`src/rtl/coord_pkg.sv`:
```
// Shared definitions for the coordinate command transmitter: command codes,
// shadow register reset values, FSM state type and address/index mapping.
package coord_pkg;

  localparam logic [2:0] CMD_DEMO      = 3'b000;
  localparam logic [2:0] CMD_SET_LEFT  = 3'b001;
  localparam logic [2:0] CMD_SET_TOP   = 3'b010;
  localparam logic [2:0] CMD_NONE      = 3'b011;
  localparam logic [2:0] CMD_INC_COL_X = 3'b100;
  localparam logic [2:0] CMD_INC_COL_Y = 3'b101;
  localparam logic [2:0] CMD_INC_ROW_X = 3'b110;
  localparam logic [2:0] CMD_INC_ROW_Y = 3'b111;

  // Shadow defaults mirror the coordinate controller's own reset view.
  localparam logic [12:0] RST_LEFT      = 13'h1800;
  localparam logic [12:0] RST_TOP       = 13'h102C;
  localparam logic [12:0] RST_INC_COL_X = 13'h008A;
  localparam logic [12:0] RST_INC_COL_Y = 13'h0000;
  localparam logic [12:0] RST_INC_ROW_X = 13'h0000;
  localparam logic [12:0] RST_INC_ROW_Y = 13'h00BB;

  // Packed so that entry i matches dirty bit i.
  localparam logic [5:0][12:0] SHADOW_RST = {RST_INC_ROW_Y, RST_INC_ROW_X,
                                             RST_INC_COL_Y, RST_INC_COL_X,
                                             RST_TOP,       RST_LEFT};

  // Marks an address that does not name a shadow register.
  localparam logic [2:0] IDX_NONE = 3'd7;

  typedef enum logic [1:0] {
    IDLE       = 2'd0,
    WAIT_BLANK = 2'd1,
    SEND       = 2'd2
  } state_t;

  // SET code -> dirty/shadow index; DEMO and NONE codes map to IDX_NONE.
  function automatic logic [2:0] addr_to_idx(input logic [2:0] addr);
    logic [2:0] idx;
    case (addr)
      CMD_SET_LEFT:  idx = 3'd0;
      CMD_SET_TOP:   idx = 3'd1;
      CMD_INC_COL_X: idx = 3'd2;
      CMD_INC_COL_Y: idx = 3'd3;
      CMD_INC_ROW_X: idx = 3'd4;
      CMD_INC_ROW_Y: idx = 3'd5;
      default:       idx = IDX_NONE;
    endcase
    return idx;
  endfunction

  // Dirty/shadow index -> SET code transmitted for it.
  function automatic logic [2:0] idx_to_code(input logic [2:0] idx);
    logic [2:0] code;
    case (idx)
      3'd0:    code = CMD_SET_LEFT;
      3'd1:    code = CMD_SET_TOP;
      3'd2:    code = CMD_INC_COL_X;
      3'd3:    code = CMD_INC_COL_Y;
      3'd4:    code = CMD_INC_ROW_X;
      3'd5:    code = CMD_INC_ROW_Y;
      default: code = CMD_NONE;
    endcase
    return code;
  endfunction

endpackage

```
`src/rtl/coord_cmd_prio.sv`:
```
// Lowest-set-bit picker over the six dirty flags. Lowest index corresponds to
// the lowest SET code, which gives the ascending transmit order.
module coord_cmd_prio (
  input  logic [5:0] req,
  output logic [2:0] idx,
  output logic [5:0] clr_mask,
  output logic       last,
  output logic       any
);

  // Scan from the top down so the lowest set bit wins.
  always_comb begin
    idx = '0;
    for (int i = 5; i >= 0; i--) begin
      if (req[i]) idx = 3'(i);
    end
  end

  assign clr_mask = req & (~req + 6'd1);
  assign any      = |req;
  assign last     = any && ((req & ~clr_mask) == '0);

endmodule

```
`src/rtl/coord_cmd_tx.sv`:
```
// Command transmitter for the Mandelbrot coordinate controller. Host writes
// land in six shadow registers; a commit replays the dirty ones as one-cycle
// SET commands during vertical blanking, avoiding next_frame cycles.
// Optional readback port: define COORD_CMD_READBACK_EN.
//
// state      | meaning
// IDLE       | no burst pending; outputs DEMO/NONE
// WAIT_BLANK | burst accepted, waiting for blank && !next_frame
// SEND       | launching dirty registers on consecutive edges
module coord_cmd_tx
  import coord_pkg::*;
#(
  parameter int VALUE_W = 13,
  parameter int CTRL_W  = 3
) (
  input  logic               clk,
  input  logic               rst_n,
  input  logic               wr_en,
  input  logic [2:0]         wr_addr,
  input  logic [VALUE_W-1:0] wr_data,
  input  logic               commit,
  input  logic               demo_en,
  input  logic               blank,
  input  logic               next_frame,
  output logic [CTRL_W-1:0]  ctrl,
  output logic [VALUE_W-1:0] value,
  output logic               busy
`ifdef COORD_CMD_READBACK_EN
  ,
  input  logic [2:0]         rd_addr,
  output logic [VALUE_W:0]   rd_data
`endif
);

  logic [5:0][VALUE_W-1:0] shadow;
  logic [5:0] dirty;
  logic [5:0] wr_mask;
  logic [5:0] clr_mask;
  logic [2:0] wr_idx;
  logic [2:0] pick_idx;
  logic       pick_last;
  logic       pick_any;
  logic       launch_ok;
  logic       launch;
  state_t     state, state_nx;

  assign wr_idx    = addr_to_idx(wr_addr);
  assign wr_mask   = (wr_en && (wr_idx != IDX_NONE)) ? (6'b1 << wr_idx) : '0;
  assign launch_ok = blank && !next_frame;
  assign busy      = (state != IDLE);

  coord_cmd_prio u_prio (
    .req      (dirty),
    .idx      (pick_idx),
    .clr_mask (clr_mask),
    .last     (pick_last),
    .any      (pick_any)
  );

  // State register.
  always_ff @(posedge clk) begin
    if (!rst_n) state <= IDLE;
    else        state <= state_nx;
  end

  // Next state and launch decision; a same-edge write keeps the burst alive.
  always_comb begin
    state_nx = state;
    launch   = 1'b0;
    case (state)
      IDLE: begin
        if (commit && (dirty != '0)) state_nx = WAIT_BLANK;
      end
      WAIT_BLANK, SEND: begin
        if (launch_ok && pick_any) begin
          launch   = 1'b1;
          state_nx = (pick_last && (wr_mask == '0)) ? IDLE : SEND;
        end else begin
          state_nx = WAIT_BLANK;
        end
      end
      default: state_nx = IDLE;
    endcase
  end

  // Shadow storage and dirty tracking; a write wins over a same-edge clear.
  always_ff @(posedge clk) begin
    if (!rst_n) begin
      shadow <= SHADOW_RST;
      dirty  <= '0;
    end else begin
      dirty <= (dirty & ~(launch ? clr_mask : 6'b0)) | wr_mask;
      if (wr_mask != '0) shadow[wr_idx] <= wr_data;
    end
  end

  // Registered command outputs; the pre-write shadow value is what gets sent.
  always_ff @(posedge clk) begin
    if (!rst_n) begin
      ctrl  <= CMD_NONE;
      value <= '0;
    end else if (launch) begin
      ctrl  <= idx_to_code(pick_idx);
      value <= shadow[pick_idx];
    end else begin
      ctrl  <= demo_en ? CMD_DEMO : CMD_NONE;
      value <= '0;
    end
  end

`ifdef COORD_CMD_READBACK_EN
  logic [2:0] rd_idx;
  assign rd_idx = addr_to_idx(rd_addr);

  // Combinational readback of {dirty, shadow}; non-register addresses read 0.
  always_comb begin
    rd_data = '0;
    if (rd_idx != IDX_NONE) rd_data = {dirty[rd_idx], shadow[rd_idx]};
  end
`endif

endmodule

```
`config.mk`:
```
export PLATFORM = sky130hd
export DESIGN_NAME = coord_cmd_tx
export DESIGN_NICKNAME = d
export VERILOG_FILES = /design/src/rtl/coord_pkg.sv /design/src/rtl/coord_cmd_prio.sv /design/src/rtl/coord_cmd_tx.sv
export SDC_FILE = /design/constraint.sdc
export NUM_CORES = 1
export LEC_CHECK = 0
export CAP_MARGIN = 20
export CORE_ASPECT_RATIO = 0.5
export CORE_MARGIN = 3
export CORE_UTILIZATION = 46
export DETAILED_ROUTE_END_ITERATION = 8
export PLACE_DENSITY = 0.71
export SLEW_MARGIN = 20
export SYNTH_ARGS = -nofsm -noshare
export SYNTH_HDL_FRONTEND = slang
export SYNTH_SLANG_ARGS = --single-unit
```
`constraint.sdc`:
```
create_clock -name clk -period 1.95 [get_ports clk]
set_clock_uncertainty 0.2 [all_clocks]
set_input_delay 0.195 -clock clk [delete_from_list [all_inputs] [get_ports clk]]
set_output_delay 0.195 -clock clk [all_outputs]
set_load 0.05 [all_outputs]
```
==> impl_metrics.env, run 1 <==
export IMPL_cts_hold_buf=0
export IMPL_die_w_um=143
export IMPL_p_int_mw=3.40
export IMPL_crit_slowest_cell="clkdlybuf4s50_1"
export IMPL_p_switching_mw=1.15
export IMPL_drtAntennaViolNets=0
export IMPL_finalHoldViolations=0
export IMPL_place_ws_ns=-0.0689
export IMPL_arrival_ns=1.51
export IMPL_antenna_cells=0
export IMPL_firstDrtPassIters=5
export IMPL_ys_seq_area_frac=0.474
export IMPL_min_period_ns=1.91
export IMPL_final_period_utilization=0.977
export IMPL_grt_util_all_layers=0.228
export IMPL_clk_pin_slew_worst_paths_ns=0.07
export IMPL_clkPwrFrac=0.407
export IMPL_syn_nets=586
export IMPL_cts_max_path_buffers=2
export IMPL_setup_violations=0
export IMPL_vias_per_cell=5.46
export IMPL_min_path_type="flop to flop"
export IMPL_clk_latency_ns=0.35
export IMPL_vias=4075
export IMPL_cp_buffers_inverters=1
export IMPL_power_density_nw_per_um2=818
export IMPL_final_util=0.624
export IMPL_synthToLayoutAreaGrowth_pct=29.2
export IMPL_portBuffers=39
export IMPL_cp_top_family="buffers and inverters"
export IMPL_dp_hpwl_um=7940
export IMPL_synth_top_area_frac=0.474
export IMPL_worstPathRequired_ns=1.55
export IMPL_swShare=0.253
export IMPL_p_seq_frac=0.474
export IMPL_tns_ns=0
export IMPL_synthTopCellsByArea="dfxtp_1 (47%), nand2_1 (17%), a21oi_1 (8.9%), a221oi_1 (4.3%), o21ai_0 (2.9%)"
export IMPL_cts_sinks=102
export IMPL_slowest_delay_ns=0.81
export IMPL_final_cell_mix="nand2_1 (197), dfxtp_1 (99), a21oi_1 (77)"
export IMPL_fin_ws_ns=0.0442
export IMPL_nets=649
export IMPL_cts_buffers=9
export IMPL_crit_chain="clkdlybuf4s50_1"
export IMPL_report_final_slew_viol_count=0
export IMPL_async_reset_ff_frac=0
export IMPL_initial_core_util=0.483
export IMPL_synthCells=561
export IMPL_io_pins=40
export IMPL_synth_edf_count=0
export IMPL_place_gp_congestion=0.858
export IMPL_finalWirelength_um=11700
export IMPL_relSlewSlack=0.644
export IMPL_h_tree_depth=3
export IMPL_synth_warnings=0
export IMPL_ir_drop_v=0.000466
export IMPL_rsz0062_at_grt="yes"
export IMPL_synth_main_ff_cell="dfxtp_1"
export IMPL_cp_max_fo=1
export IMPL_row_count=24
export IMPL_p_leak_nw=2.01
export IMPL_crit_path_start_kind="flop"
export IMPL_die_area_um2=10600
export IMPL_globalRouteOverflowTotal=0
export IMPL_yosysTopAreaCell="dfxtp_1"
export IMPL_antenna_found_initial=0
export IMPL_wl_per_cell_um=15.7
export IMPL_worst_slew_pin_slew_ns=0.533
export IMPL_max_cap_viol_count=0
export IMPL_ys_ff_latch=102
export IMPL_end_kind="output pin"
export IMPL_grt_first_pass_wirelength_um=18800
export IMPL_netlist_area_um2=4310
export IMPL_fmax_mhz=525
export IMPL_die_h_um=74.4
export IMPL_combPwrFrac=0.119
export IMPL_avgSynthCellArea_um2=7.68
export IMPL_ys_types=41
export IMPL_drive_above_1_share=0.161
export IMPL_drt_iter0_markers=273
export IMPL_hold_slack_ns=0.255
export IMPL_root_buffer="clkbuf_16"
export IMPL_drc=0
export IMPL_cts_tree="done"
export IMPL_crit_type="flop to output pin"
export IMPL_coreArea_um2=8920
export IMPL_final_common_cell="nand2_1"
export IMPL_grt_max_degree=70
export IMPL_status="finished, final reports clean"
export IMPL_grt_pass1_vias=3802
[routing by layer]
layer	track usage	up-vias	wire, µm
met1	0.306	1902	5450
met3	0.0572	16	648
met2	0.372	109	5500
met4	0.0601	0	139
li1	-	2048	-
met5	0	-	0
[state kept, by name, summed over array words and instances, names as in the netlist]
register,flops
value,13
shadow,78
state,2
dirty,6
ctrl,3
[power groups by stage]
stage | registers, mW | clock network (mW) | logic [mW]
floorplan | 2.21 | 0 | 0.258
global placement | 2.20 | 0 | 0.504
detailed placement | 2.20 | 0 | 0.510
CTS | 2.16 | 1.87 | 0.514
global route | 2.16 | 1.95 | 0.593
finish | 2.16 | 1.85 | 0.543
[metrics by stage]
| stage | cell area (µm²) | power [mW] | instances |
|---|---|---|---|
| after CTS | 5450 | 4.54 | 745 |
| final | 5570 | 4.55 | 746 |
| after global routing | 5570 | 4.70 | 746 |
| after detailed placement | 5130 | 2.71 | 729 |
| after floorplan | 4310 | 2.47 | 561 |
| after global placement | 5130 | 2.71 | 729 |
[layout make-up]
class / instances / area, µm²
Clock inverter: 6 / 70.1
Multi-Input combinational cell: 405 / 2140
Timing Repair Buffer: 93 / 871
Fill cell: 799 / 3350
Sequential cell: 102 / 2050
Tap cell: 117 / 146
Clock buffer: 10 / 239
Inverter: 13 / 48.8
[cell usage after synthesis, types with 6 or more instances]
cell type,n
a211oi_1,6
a21oi_1,77
a221oi_1,21
clkbuf_1,31
dfxtp_1,102
inv_1,12
nand2_1,197
nand3_1,15
nor2_1,8
nor3_1,10
o21ai_0,25
[kinds of logic (layout without fill, tap and decap cells)]
kind of cell | count (synthesis) | count (layout) | share of synthesized area
flops | 102 | 102 | 0.474
simple gates | 253 | 253 | 0.249
compound gates | 149 | 149 | 0.215
fa+ha+maj | 3 | 3 | 0.00813
buf+inv | 54 | 122 | 0.0540
[final timing paths]
check | start | end | slack [ns] | depth (start not counted)
worst max-delay path | value[6]$_SDFF_PN0_ | value[6] | 0.04 | 1
worst min-delay path | shadow[36]$_SDFFE_PN0P_ | shadow[36]$_SDFFE_PN0P_ | 0.25 | 2
worst max register to register | dirty[4]$_SDFF_PN0_ | value[0]$_SDFF_PN0_ | 0.04 | 5
worst min register to register | shadow[36]$_SDFFE_PN0P_ | shadow[36]$_SDFFE_PN0P_ | 0.25 | 2
[what timing repair did]
| item | in CTS | in global routing |
|---|---|---|
| resized for setup | 3 | 30 |
| setup endpoints to repair | 12 | 15 |
| buffers inserted | 0 | 1 |
| hold endpoints to repair | 0 | 0 |
Note: power is estimated with default switching activity, not from simulation.
==> inputs of run 2 (changes only) <==
- RECOVER_POWER: default -> 50
- SKIP_CTS_REPAIR_TIMING: default -> 1
==> run 2 against run 1 <==
  * Combinational power shrank 1%
  * Design area decreased by 0.97%
  * Critical path depth unchanged
  * Wire length fell by 0.66%
  * Register-to-register slack hardly changed
  * Cell count stayed put
  * Global-route usage about the same
  * Critical path type unchanged
==> impl_metrics.env, run 2 (same netlist as run 1, synthesis figures left out) <==
export IMPL_cp_buffers_inverters=1
export IMPL_drive_above_1_share=0.143
export IMPL_vias_per_cell=5.47
export IMPL_antenna_cells=0
export IMPL_max_cap_viol_count=0
export IMPL_worst_slew_pin_slew_ns=0.741
export IMPL_root_buffer="clkbuf_16"
export IMPL_finalHoldViolations=0
export IMPL_antenna_found_initial=0
export IMPL_power_density_nw_per_um2=826
export IMPL_clk_latency_ns=0.35
export IMPL_clk_pin_slew_worst_paths_ns=0.07
export IMPL_crit_path_start_kind="flop"
export IMPL_p_leak_nw=1.96
export IMPL_cts_buffers=9
export IMPL_drt_iter0_markers=301
export IMPL_drtAntennaViolNets=0
export IMPL_final_cell_mix="nand2_1 (197), dfxtp_1 (99), a21oi_1 (77)"
export IMPL_die_area_um2=10600
export IMPL_placed_area_um2=5130
export IMPL_ir_drop_v=0.000466
export IMPL_final_period_utilization=0.982
export IMPL_place_ws_ns=-0.0689
export IMPL_setup_violations=0
export IMPL_synthToLayoutAreaGrowth_pct=27.9
export IMPL_crit_type="flop to output pin"
export IMPL_reg2reg_slack_ns=0.04
export IMPL_crit_chain="clkdlybuf4s50_1"
export IMPL_h_tree_depth=3
export IMPL_worstPathRequired_ns=1.55
export IMPL_crit_slowest_cell="clkdlybuf4s50_1"
export IMPL_end_kind="output pin"
export IMPL_dp_hpwl_um=7940
export IMPL_arrival_ns=1.52
export IMPL_fmax_mhz=522
export IMPL_min_path_type="flop to flop"
export IMPL_row_count=24
export IMPL_fin_ws_ns=0.0359
export IMPL_tns_ns=0
export IMPL_slowest_delay_ns=0.82
export IMPL_min_period_ns=1.91
export IMPL_grt_first_pass_wirelength_um=18900
export IMPL_place_gp_congestion=0.858
export IMPL_design_area_um2=5510
export IMPL_grt_pass1_vias=3800
export IMPL_top_regs="shadow x78, value x13, dirty x6"
export IMPL_final_common_cell="nand2_1"
export IMPL_cp_max_fo=1
export IMPL_initial_core_util=0.483
export IMPL_report_final_slew_viol_count=0
export IMPL_grt_util_all_layers=0.228
export IMPL_die_w_um=143
export IMPL_cts_sinks=102
export IMPL_status="finished, final reports clean"
export IMPL_wl_per_cell_um=15.6
export IMPL_firstDrtPassIters=5
export IMPL_vias=4082
export IMPL_io_pins=40
export IMPL_globalRouteOverflowTotal=0
export IMPL_portBuffers=39
export IMPL_cts_max_path_buffers=2
export IMPL_largest_reg_flops=78
export IMPL_nets=649
export IMPL_final_util=0.618
export IMPL_grt_max_degree=70
export IMPL_drc=0
export IMPL_relSlewSlack=0.506
export IMPL_die_h_um=74.4
export IMPL_cp_top_family="buffers and inverters"
export IMPL_coreArea_um2=8920
export IMPL_cts_tree="done"
export IMPL_rsz0062_at_grt="yes"
export IMPL_largest_register="shadow"
export IMPL_finalWirelength_um=11700
==> run 2: power breakdown <==
group	internal, mW	total, mW	leakage, nW	switching (mW)
registers	2.13	2.16	0.828	0.0279
logic	0.229	0.536	0.987	0.307
clock network	1.04	1.86	0.141	0.821
==> run 2: per-layer routing <==
| metal | up-vias | share of wire | track usage | routed length (µm) |
|---|---|---|---|---|
| met2 | 90 | 0.46 | 0.372 | 5370 |
| met1 | 1923 | 0.48 | 0.307 | 5550 |
| met5 | - | 0 | 0 | 0 |
| li1 | 2051 | - | - | - |
| met3 | 18 | 0.051 | 0.0572 | 593 |
| met4 | 0 | 0.013 | 0.0601 | 146 |
==> run 2: tightest hold or removal path: stages, from the launching register on <==
cell and delay (ns):
dfxtp_1 0.31, nand2_1 0.05, a21oi_1 0.05
==> run 2: final timing paths <==
| check | startpoint | end | depth (start not counted) |
|---|---|---|---|
| hold reg to reg | shadow[26]$_SDFFE_PN0P_ | shadow[26]$_SDFFE_PN0P_ | 2 |
| hold / removal | shadow[26]$_SDFFE_PN0P_ | shadow[26]$_SDFFE_PN0P_ | 2 |
| setup / recovery | value[7]$_SDFF_PN0_ | value[7] | 1 |
| setup reg to reg | dirty[4]$_SDFF_PN0_ | value[0]$_SDFF_PN0_ | 5 |
==> run 2: metrics by stage <==
stage	total power, mW	std cells	hold slack [ns]
final	4.55	746	0.255
after floorplan	2.47	561	0.119
after detailed placement	2.71	729	0.247
after global routing	4.70	746	0.271
after CTS	4.54	745	0.256
after global placement	2.71	729	0.241
==> run 2: layout make-up <==
| cell class | instances | area [µm²] |
|---|---|---|
| clock buffers | 10 | 239 |
| clock inverters | 6 | 70.1 |
| fillers | 813 | 3410 |
| inverters | 13 | 48.8 |
| multi-input cells | 405 | 2140 |
| flip-flops and latches | 102 | 2050 |
| well taps | 117 | 146 |
| repair buffers | 93 | 826 |
==> inputs of run 3 (changes only) <==
- PLACE_DENSITY: 0.71 -> 0.68
- TNS_END_PERCENT: default -> 20
- clock period: 1.95 -> 2 ns (I/O delays scaled with it)
==> run 3 against run 2 <==
  * Hold slack is essentially flat
  * Via count grew 0.37%
  * Clock-buffer cell count grew 2
  * Wire length grew 2.8%
  * Global-route usage grew 0.29 points
  * Power shrank 6.0%
  * Critical path depth grew 4
  * Sequential share of layout area grew 1.1 points
  * Design area shrank 3.0%
  * Non-clock buffer count shrank 10
  * Critical endpoint is now value[6]$_SDFF_PN0_
==> impl_metrics.env, run 3 (same netlist as run 1, synthesis figures left out) <==
export IMPL_status="finished, final reports clean"
export IMPL_drive_above_1_share=0.108
export IMPL_placedCellCount=720
export IMPL_coreArea_um2=8920
export IMPL_min_period_ns=1.96
export IMPL_finalWirelength_um=12000
export IMPL_die_h_um=74.4
export IMPL_cts_max_path_buffers=2
export IMPL_io_pins=40
export IMPL_worst_slew_pin_slew_ns=0.523
export IMPL_row_count=24
export IMPL_finalHoldViolations=0
export IMPL_final_common_cell="nand2_1"
export IMPL_grt_util_all_layers=0.231
export IMPL_clk_pin_slew_worst_paths_ns=0.07
export IMPL_min_path_type="flop to flop"
export IMPL_cts_buffers=9
export IMPL_vias_per_cell=5.57
export IMPL_wl_per_cell_um=16.3
export IMPL_grt_first_pass_wirelength_um=19100
export IMPL_rsz0062_at_grt="yes"
export IMPL_setup_violations=0
export IMPL_cp_buffers_inverters=1
export IMPL_cpMostUsedCell="a221oi_1"
export IMPL_drc=0
export IMPL_cts_sinks=102
export IMPL_antenna_found_initial=0
export IMPL_globalRouteOverflowTotal=0
export IMPL_final_util=0.600
export IMPL_place_gp_congestion=0.861
export IMPL_end_kind="flop"
export IMPL_largest_register="shadow"
export IMPL_slowest_delay_ns=0.60
export IMPL_report_final_slew_viol_count=0
export IMPL_crit_chain="or4_4 > nor2_2 > buf_12 > a221oi_1 > a221oi_1"
export IMPL_fill_cells=825
export IMPL_die_area_um2=10600
export IMPL_max_cap_viol_count=0
export IMPL_cp_max_fo=13
export IMPL_nets=639
export IMPL_fin_ws_ns=0.0386
export IMPL_firstDrtPassIters=5
export IMPL_tns_ns=0
export IMPL_final_cell_mix="nand2_1 (197), dfxtp_1 (99), a21oi_1 (77)"
export IMPL_cts_tree="done"
export IMPL_clk_latency_ns=0.34
export IMPL_h_tree_depth=3
export IMPL_design_area_um2=5350
export IMPL_place_ws_ns=0.000522
export IMPL_vias=4097
export IMPL_crit_type="flop to flop"
export IMPL_placed_area_um2=5060
export IMPL_grt_pass1_vias=3766
export IMPL_grt_max_degree=70
export IMPL_final_period_utilization=0.981
export IMPL_worstPathRequired_ns=2.05
export IMPL_drtAntennaViolNets=0
export IMPL_ir_drop_v=0.000481
export IMPL_portBuffers=39
export IMPL_dp_hpwl_um=8040
export IMPL_die_w_um=143
export IMPL_crit_path_start_kind="flop"
export IMPL_power_density_nw_per_um2=800
export IMPL_synthToLayoutAreaGrowth_pct=24.1
export IMPL_initial_core_util=0.483
export IMPL_fin_cells=736
export IMPL_root_buffer="clkbuf_16"
export IMPL_arrival_ns=2.01
export IMPL_largest_reg_flops=78
export IMPL_cp_top_family="simple AND/OR/NAND/NOR gates"
export IMPL_crit_slowest_cell="or4_4"
export IMPL_top_regs="shadow x78, value x13, dirty x6"
export IMPL_drt_iter0_markers=329
export IMPL_p_leak_nw=1.89
export IMPL_multi_input_area_um2=2050
export IMPL_regArea_um2=2050
export IMPL_relSlewSlack=0.650
export IMPL_fmax_mhz=510
export IMPL_antenna_cells=0
## run 3: changes by cell type in the layout (fill, tap and decap cells not counted), moves of 3 or more
| cell | before | now |
|---|---|---|
| a221oi_1 | 10 | 19 |
| o21ai_0 | 19 | 25 |
| o21ai_1 | 6 | 0 |
| a221oi_2 | 11 | 2 |
| buf_4 | 38 | 29 |
| clkbuf_1 | 10 | 7 |
## run 3: report_power, final
group | leakage [nW] | total (mW) | switching [mW] | internal [mW]
sequential | 0.828 | 2.11 | 0.0293 | 2.08
clock | 0.139 | 1.68 | 0.767 | 0.918
combinational | 0.921 | 0.487 | 0.283 | 0.204
total | 1.89 | 4.28 | 1.08 | 3.20
## run 3: final cells by class
| type | instances | area share |
|---|---|---|
| Clock buffer | 12 | 0.0480 |
| Clock inverter | 4 | 0.00562 |
| Inverter | 13 | 0.00912 |
| Multi-Input combinational cell | 405 | 0.384 |
| Sequential cell | 102 | 0.383 |
| Tap cell | 117 | 0.0274 |
| Timing Repair Buffer | 83 | 0.143 |
## run 3: worst min-delay path: cells and delay by family (launching register included)
| family | cells | cell delay, ns |
|---|---|---|
| simple gates | 1 | 0.05 |
| compound gates | 1 | 0.05 |
| flops | 1 | 0.31 |
## run 3: routing by layer
metal | share of wire | global-route usage | wire, µm
met1 | 0.47 | 0.307 | 5600
met3 | 0.051 | 0.0450 | 616
met5 | 0 | 0 | 0
met4 | 0.014 | 0.0685 | 165
met2 | 0.47 | 0.388 | 5600
## run 3: path summary, 6_finish.rpt
path | start | end | slack [ns] | depth (start not counted)
max reg2reg | dirty[3]$_SDFF_PN0_ | value[6]$_SDFF_PN0_ | 0.04 | 5
min reg2reg | shadow[54]$_SDFFE_PN0P_ | shadow[54]$_SDFFE_PN0P_ | 0.26 | 2
min | shadow[54]$_SDFFE_PN0P_ | shadow[54]$_SDFFE_PN0P_ | 0.26 | 2
max | dirty[3]$_SDFF_PN0_ | value[6]$_SDFF_PN0_ | 0.04 | 5
## run 3: stage by stage
stage | power, mW | hold WS, ns
after floorplan | 2.40 | 0.124
after global placement | 2.63 | 0.240
after detailed placement | 2.63 | 0.246
after CTS | 4.29 | 0.256
after global routing | 4.43 | 0.274
final | 4.28 | 0.255
